==> src/rtl/morse_pkg.sv <==
// Shared types and timing constants for the Morse element sequencer.
package morse_pkg;

  typedef enum logic [2:0] {
    StIdle,
    StMark,
    StElemGap,
    StCharGap,
    StWordGap
  } state_e;

  localparam int unsigned DIT_UNITS      = 1;
  localparam int unsigned DAH_UNITS      = 3;
  localparam int unsigned ELEM_GAP_UNITS = 1;
  localparam int unsigned CHAR_GAP_UNITS = 3;
  localparam int unsigned WORD_GAP_UNITS = 4;
  localparam int unsigned MAX_ELEMS      = 5;

  // Lengths above the longest Morse character are treated as the longest one.
  function automatic logic [2:0] clamp_len(input logic [2:0] l);
    return (l > 3'(MAX_ELEMS)) ? 3'(MAX_ELEMS) : l;
  endfunction

  // Duration of a state in units; a mark depends on the element it shows.
  function automatic logic [2:0] state_units(input state_e s, input logic is_dah);
    logic [2:0] u;
    case (s)
      StMark:    u = is_dah ? 3'(DAH_UNITS) : 3'(DIT_UNITS);
      StElemGap: u = 3'(ELEM_GAP_UNITS);
      StCharGap: u = 3'(CHAR_GAP_UNITS);
      StWordGap: u = 3'(WORD_GAP_UNITS);
      default:   u = 3'd1;
    endcase
    return u;
  endfunction

endpackage

==> src/rtl/morse_element_sequencer_if.sv <==
// Character handshake between the keyboard-to-Morse lookup and the sequencer.
interface morse_element_sequencer_if;
  logic [4:0] code;
  logic [2:0] len;
  logic       valid;
  logic       ready;

  modport master (output code, output len, output valid, input ready);
  modport slave  (input code, input len, input valid, output ready);
endinterface

==> src/rtl/morse_unit_timer.sv <==
// Tick and unit counters for the sequencer. The tick counter wraps every
// UNIT_TICKS cycles; the unit counter counts completed units in a state.
// pre_tick flags the cycle before unit_tick so the owner can register
// outputs that must change on the last cycle of a unit.
module morse_unit_timer #(
  parameter int unsigned UNIT_TICKS = 60000,
  parameter int unsigned CNT_W      = 16
) (
  input  logic       clk,
  input  logic       rst_n,
  input  logic       clear,
  input  logic       enable,
  output logic       unit_tick,
  output logic       pre_tick,
  output logic [2:0] unit_cnt
);

  localparam logic [CNT_W-1:0] TickLast = CNT_W'(UNIT_TICKS - 1);
  localparam logic [CNT_W-1:0] TickPre  = CNT_W'(UNIT_TICKS - 2);

  logic [CNT_W-1:0] tick_q, tick_d;
  logic [2:0]       unit_q, unit_d;

  assign unit_tick = enable && (tick_q == TickLast);
  assign pre_tick  = enable && (tick_q == TickPre);
  assign unit_cnt  = unit_q;

  // Next counter values; clear wins over counting.
  always_comb begin
    tick_d = tick_q;
    unit_d = unit_q;
    if (clear) begin
      tick_d = '0;
      unit_d = '0;
    end else if (enable) begin
      if (tick_q == TickLast) begin
        tick_d = '0;
        unit_d = unit_q + 3'd1;
      end else begin
        tick_d = tick_q + CNT_W'(1);
      end
    end
  end

  // Counter registers.
  always_ff @(posedge clk or negedge rst_n) begin
    if (!rst_n) begin
      tick_q <= '0;
      unit_q <= '0;
    end else begin
      tick_q <= tick_d;
      unit_q <= unit_d;
    end
  end

endmodule

==> src/rtl/morse_element_sequencer.sv <==
// Morse element sequencer: turns one encoded character per handshake into
// timed dit/dah mark levels and silent gaps for the tone generator.
// Optional feature macro: MORSE_ABORT_EN adds an abort input that returns
// the sequencer to idle from any active state.
// ready is raised during the last cycle of a character/word gap so a held
// valid is taken on the edge that ends the gap, with no idle cycle between.
module morse_element_sequencer
  import morse_pkg::*;
#(
  parameter int unsigned UNIT_TICKS = 60000,
  parameter int unsigned CNT_W      = 16
) (
  input  logic                     clk,
  input  logic                     rst_n,
  morse_element_sequencer_if.slave hs,
`ifdef MORSE_ABORT_EN
  input  logic                     abort,
`endif
  output logic                     dit,
  output logic                     dah,
  output logic                     busy
);

  state_e     state_q, state_d;
  logic [4:0] code_q, code_d;
  logic [2:0] len_q, len_d;
  logic [2:0] idx_q, idx_d;
  logic       ready_q, ready_d;
  logic       dit_q, dit_d;
  logic       dah_q, dah_d;

  logic       clear, enable;
  logic       unit_tick, pre_tick;
  logic [2:0] unit_cnt;
  logic [2:0] units;
  logic       last_unit;
  logic       done;
  logic       in_gap;
  logic       load;
  logic       abort_req;
  logic       next_bit;

  morse_unit_timer #(
    .UNIT_TICKS(UNIT_TICKS),
    .CNT_W     (CNT_W)
  ) u_timer (
    .clk      (clk),
    .rst_n    (rst_n),
    .clear    (clear),
    .enable   (enable),
    .unit_tick(unit_tick),
    .pre_tick (pre_tick),
    .unit_cnt (unit_cnt)
  );

`ifdef MORSE_ABORT_EN
  assign abort_req = abort && (state_q != StIdle);
`else
  assign abort_req = 1'b0;
`endif

  assign enable    = (state_q != StIdle);
  assign units     = state_units(state_q, code_q[idx_q]);
  assign last_unit = (unit_cnt == (units - 3'd1));
  assign done      = unit_tick && last_unit;
  assign in_gap    = (state_q == StCharGap) || (state_q == StWordGap);

  // Next state, latched character and timer clear.
  always_comb begin
    state_d = state_q;
    code_d  = code_q;
    len_d   = len_q;
    idx_d   = idx_q;
    clear   = 1'b0;
    load    = 1'b0;

    unique case (state_q)
      StIdle: begin
        if (hs.valid && ready_q) load = 1'b1;
      end
      StMark: begin
        if (done) begin
          clear   = 1'b1;
          state_d = ((idx_q + 3'd1) < len_q) ? StElemGap : StCharGap;
        end
      end
      StElemGap: begin
        if (done) begin
          clear   = 1'b1;
          idx_d   = idx_q + 3'd1;
          state_d = StMark;
        end
      end
      StCharGap, StWordGap: begin
        if (done) begin
          clear = 1'b1;
          if (hs.valid && ready_q) load = 1'b1;
          else state_d = StIdle;
        end
      end
      default: begin
        clear   = 1'b1;
        state_d = StIdle;
      end
    endcase

    if (load) begin
      clear   = 1'b1;
      code_d  = hs.code;
      len_d   = clamp_len(hs.len);
      idx_d   = 3'd0;
      state_d = (hs.len == 3'd0) ? StWordGap : StMark;
    end

    if (abort_req) begin
      clear   = 1'b1;
      state_d = StIdle;
    end
  end

  // Registered outputs decoded from the next state.
  always_comb begin
    next_bit = code_d[idx_d];
    dit_d    = (state_d == StMark) && !next_bit;
    dah_d    = (state_d == StMark) && next_bit;
    ready_d  = (state_d == StIdle) ||
               (in_gap && !clear && pre_tick && last_unit);
  end

  // State, character and output registers.
  always_ff @(posedge clk or negedge rst_n) begin
    if (!rst_n) begin
      state_q <= StIdle;
      code_q  <= '0;
      len_q   <= '0;
      idx_q   <= '0;
      ready_q <= 1'b1;
      dit_q   <= 1'b0;
      dah_q   <= 1'b0;
    end else begin
      state_q <= state_d;
      code_q  <= code_d;
      len_q   <= len_d;
      idx_q   <= idx_d;
      ready_q <= ready_d;
      dit_q   <= dit_d;
      dah_q   <= dah_d;
    end
  end

  assign hs.ready = ready_q;
  assign dit      = dit_q;
  assign dah      = dah_q;
  assign busy     = ~ready_q;

endmodule

==> src/flat_wrapper.sv <==
// flat-port wrapper written by rule: the top's interface ports become plain ports
module morse_element_sequencer_flat import morse_pkg::*;
#(
  parameter int unsigned UNIT_TICKS = 60000,
  parameter int unsigned CNT_W      = 16
)
  (clk, rst_n, dit, dah, busy, hs_code, hs_len, hs_valid, hs_ready);
  morse_element_sequencer_if hs_i ();
  input  logic clk;
  input  logic rst_n;
  output logic dit;
  output logic dah;
  output logic busy;
  input wire logic [$bits(hs_i.code)-1:0] hs_code;
  input wire logic [$bits(hs_i.len)-1:0] hs_len;
  input wire logic [$bits(hs_i.valid)-1:0] hs_valid;
  output wire logic [$bits(hs_i.ready)-1:0] hs_ready;
  assign hs_i.code = hs_code;
  assign hs_i.len = hs_len;
  assign hs_i.valid = hs_valid;
  assign hs_ready = hs_i.ready;
  morse_element_sequencer #(.UNIT_TICKS(UNIT_TICKS), .CNT_W(CNT_W)) u_core (.clk(clk), .rst_n(rst_n), .hs(hs_i), .dit(dit), .dah(dah), .busy(busy));
endmodule
==> config.mk <==
export PLATFORM = sky130hd
export DESIGN_NAME = morse_element_sequencer_flat
export DESIGN_NICKNAME = d
export VERILOG_FILES = /design/src/rtl/morse_pkg.sv /design/src/rtl/morse_element_sequencer_if.sv /design/src/rtl/morse_unit_timer.sv /design/src/rtl/morse_element_sequencer.sv /design/src/flat_wrapper.sv
export SDC_FILE = /design/constraint.sdc
export NUM_CORES = 1
export LEC_CHECK = 0
export CORE_MARGIN = 2
export CORE_UTILIZATION = 45
export DETAILED_ROUTE_END_ITERATION = 8
export PLACE_DENSITY = 0.74
export REMOVE_ABC_BUFFERS = 1
export SLEW_MARGIN = 20
export SYNTH_ARGS = -nofsm -noshare
export SYNTH_HDL_FRONTEND = slang
export SYNTH_SLANG_ARGS = --single-unit
==> constraint.sdc <==
create_clock -name clk -period 4.75 [get_ports clk]
set_input_delay 0.95 -clock clk [delete_from_list [all_inputs] [get_ports clk]]
set_output_delay 0.95 -clock clk [all_outputs]
set_load 0.005 [all_outputs]
==> flow_summary_export.csv <==
group,metric,value,unit
critical_path,end_kind,"flop",
sta,period_minus_slack,3560,ps
sta,fmax,0.281,GHz
yosys,ys_async_sr_fraction,100,%
drt,vias_per_cell,5.51,
die,rows,25,
yosys,synth.area.mux_share,3.81,%
sta,hold_violations,0,
sta,setup_viol,0,
critical_path,slowest_stage,"a2111oi_4",
drt,wirelength,4.13,mm
finish,final_cell_mix,"35 x nand2_1, 35 x dfrtp_1, 30 x nor2_1",
pwr,vdd_ir_drop_max,0.126,mV
placed_design,dp_hpwl,3.05,mm
die,die_x,72.9,µm
sta,skew,8.47,ps
critical_path,slowest_delay,540,ps
die,die_h,72.9,µm
yosys,syn_inst,232,
clocking,clk_pin_slew,70,ps
yosys,synthAdderAreaFrac,4.10,%
die,ios,15,
global_route,grt_pass1_wl,7.25,mm
global_route,grt_max_degree,37,
finish,layout-drive-gt1-share,8.37,%
run_status,status,"complete, no violations",
clocking,holdBufCountCts,0,
min_path,hp-start,"u_core.len_q[0]",
drt,antenna_left,0,
placed_design,gp_congestion,0.846,
clocking,cts_tree,"built",
clocking,cts_buffers,5,
yosys,synthSimpleGateAreaFrac,25.0,%
clocking,cts.sinks,36,
clocking,htreeDepth,2,
drt,wl_per_cell,13.5,µm
sta,tightest_slew,900,ps
finish,diodes,0,
finish,fill_cells,413,
critical_path,cp.required,4930,ps
drt,dr.pass1.iters,4,
clocking,insertion_delay,290,ps
critical_path,path_max_fanout,7,
sta,tns,0,ps
yosys,synth_cell_types,47,
clocking,post_cts_buffers,0,
die,core-area,4660,µm²
clocking,clockBufferDepth,2,
critical_path,r2r_cells,12,
global_route,grt_use_total,17.5,%
critical_path,r2r_slack,1190,ps
critical_path,cp_top_family,"compound AO/OA/AOI/OAI gates",
min_path,hold_class,"reg -> reg",
critical_path,crit_buf_inv,1,
pwr,p_per_area,226,nW/µm²
clocking,clockRootBuffer,"clkbuf_8",
drt,routed-via-count,1682,
finish,nets,268,
die,floorplan.initialDensity,45.8,%
clocking,cts_resized,0,
sta,setup_slack,1190,ps
critical_path,cp_data_arrival_time,3730,ps
sta,slew_viol_final,0,
min_path,hold_end,"u_core.len_q[0]",
critical_path,r2r-start,"u_core.idx_q[0]",
critical_path,crit_type,"reg -> reg",
yosys,synth_edf_count,0,
yosys,ys.flop_type,"dfrtp_1",
critical_path,start_kind,"flop",
yosys,synth-xor-area-share,8.61,%
yosys,synth_seq_cells,36,
critical_path,crit_chain,"mux4_2 -> inv_1 -> o21ai_0 -> nand3b_1 -> ha_1 -> xnor2_1 -> or4_4 -> a2111oi_4 -> mux2_4 -> a21oi_1 -> a211o_1 -> and3b_1",
yosys,synth-seq-area-share,42.2,%
drt,drtIter0Drc,100,
drt,post-route-drc-count,0,
finish,final_util,51.9,%
yosys,synth_top_family_by_area,"simple AND/OR/NAND/NOR gates",
sta,finalCritPeriodShare,74.9,%
sta,rsz0062_at_grt,"no",
yosys,syn_area_per_cell,9.21,µm²
placed_design,place_ws,1200,ps
yosys,yosysWarningCount,0,
finish,area_delta_synth_final,13.2,%
global_route,grt-ovfl-total,0,
yosys,synth_area,2140,µm²
critical_path,rr_endpoint,"u_core.dit",
yosys,synth_compound_area_share,13.0,%
global_route,antenna_found_initial,0,
min_path,hold_depth,2,
placed_design,portBuffers,14,
die,dieArea,5310,µm²
sta,slew_headroom,39.6,%
flow_run,maxCapViolCount,0,
pwr,leakage,0.00108,µW
global_route,grt_pass1_vias,1669,
[cell usage after synthesis (3+ instances only)]
cell type | n | area [µm²]
and4_1 | 4 | 35.0
and3_1 | 6 | 37.5
nand2_1 | 35 | 131
nand3_1 | 5 | 25.0
dfrtp_1 | 35 | 876
ha_1 | 7 | 87.6
o21ai_0 | 8 | 40.0
xor2_1 | 12 | 105
nor2_1 | 30 | 113
a21oi_1 | 11 | 55.1
inv_1 | 12 | 45.0
nor2b_1 | 3 | 18.8
nand4_1 | 6 | 37.5
nor3_1 | 3 | 15.0
xnor2_1 | 9 | 78.8
clkbuf_1 | 3 | 11.3
a211oi_1 | 5 | 37.5
[metal layers]
| metal | up-vias | routed length, µm | GRT usage (%) |
|---|---|---|---|
| met5 | - | 0 | 0 |
| met4 | 0 | 48 | 5.97 |
| met3 | 5 | 116 | 4.42 |
| met2 | 20 | 1970 | 28.9 |
| met1 | 809 | 2000 | 22.3 |
| li1 | 848 | - | - |
[through the flow]
stage	total power, µW	instances	instance area [µm²]	hold WS [ps]
6_report	546	305	2420	493
5_1_grt	567	305	2420	537
3_5_place_dp	328	297	2330	483
2_1_floorplan	313	228	2120	444
3_3_place_gp	328	297	2330	474
4_1_cts	554	305	2420	499
[area by class of cell]
cell class              count  area (µm²)  share of cell area [%]
clock buffers               8        90.1                    3.73
inverters                  13        51.3                    2.12
multi-input cells         179        1160                    48.1
flip-flops and latches     36         902                    37.3
well taps                  54        67.6                    2.80
repair buffers             15         143                    5.90
[how the worst max path moves through the flow]
stage                          from    endpoint  depth (start not counted)
floorplan           u_core.idx_q[0]  u_core.dit                         12
global placement    u_core.idx_q[0]  u_core.dit                         12
detailed placement  u_core.idx_q[0]  u_core.dit                         12
CTS                 u_core.idx_q[0]  u_core.dit                         12
global route        u_core.idx_q[0]  u_core.dit                         12
finish              u_core.idx_q[0]  u_core.dit                         12
[worst min-delay path, stage by stage (launching register included)]
cell and delay [ps]:
dfrtp_1 350, nand2_1 50, o21ai_0 60
[flip-flops by register name, indices dropped and copies added (netlist names)]
register and cells:
u_core.hs.ready 1, u_core.idx_q 3, u_core.dah 1, u_core.u_timer.tick_q 16, u_core.dit 1, u_core.len_q 3
u_core.code_q 5, u_core.state_q 3, u_core.u_timer.unit_cnt 3
[where the power goes]
part	leakage, µW	internal [µW]	switching [µW]
sequential	0.000453	306	0
combinational	0.000582	7.25	7.95
clock	0.0000455	118	106
total	0.00108	432	114
[logic make-up (layout without fill, tap and decap cells)]
logic type / count (synthesis) / after routing
DFF: 36 / 36
AOI/OAI and AO/OA: 39 / 39
xor gates and xnor gates: 21 / 21
and+or+nand+nor: 107 / 107
muxes: 5 / 5
adders and majority gates: 7 / 7
buffers and inverters: 17 / 36
Power figures use the tool's default switching activity.
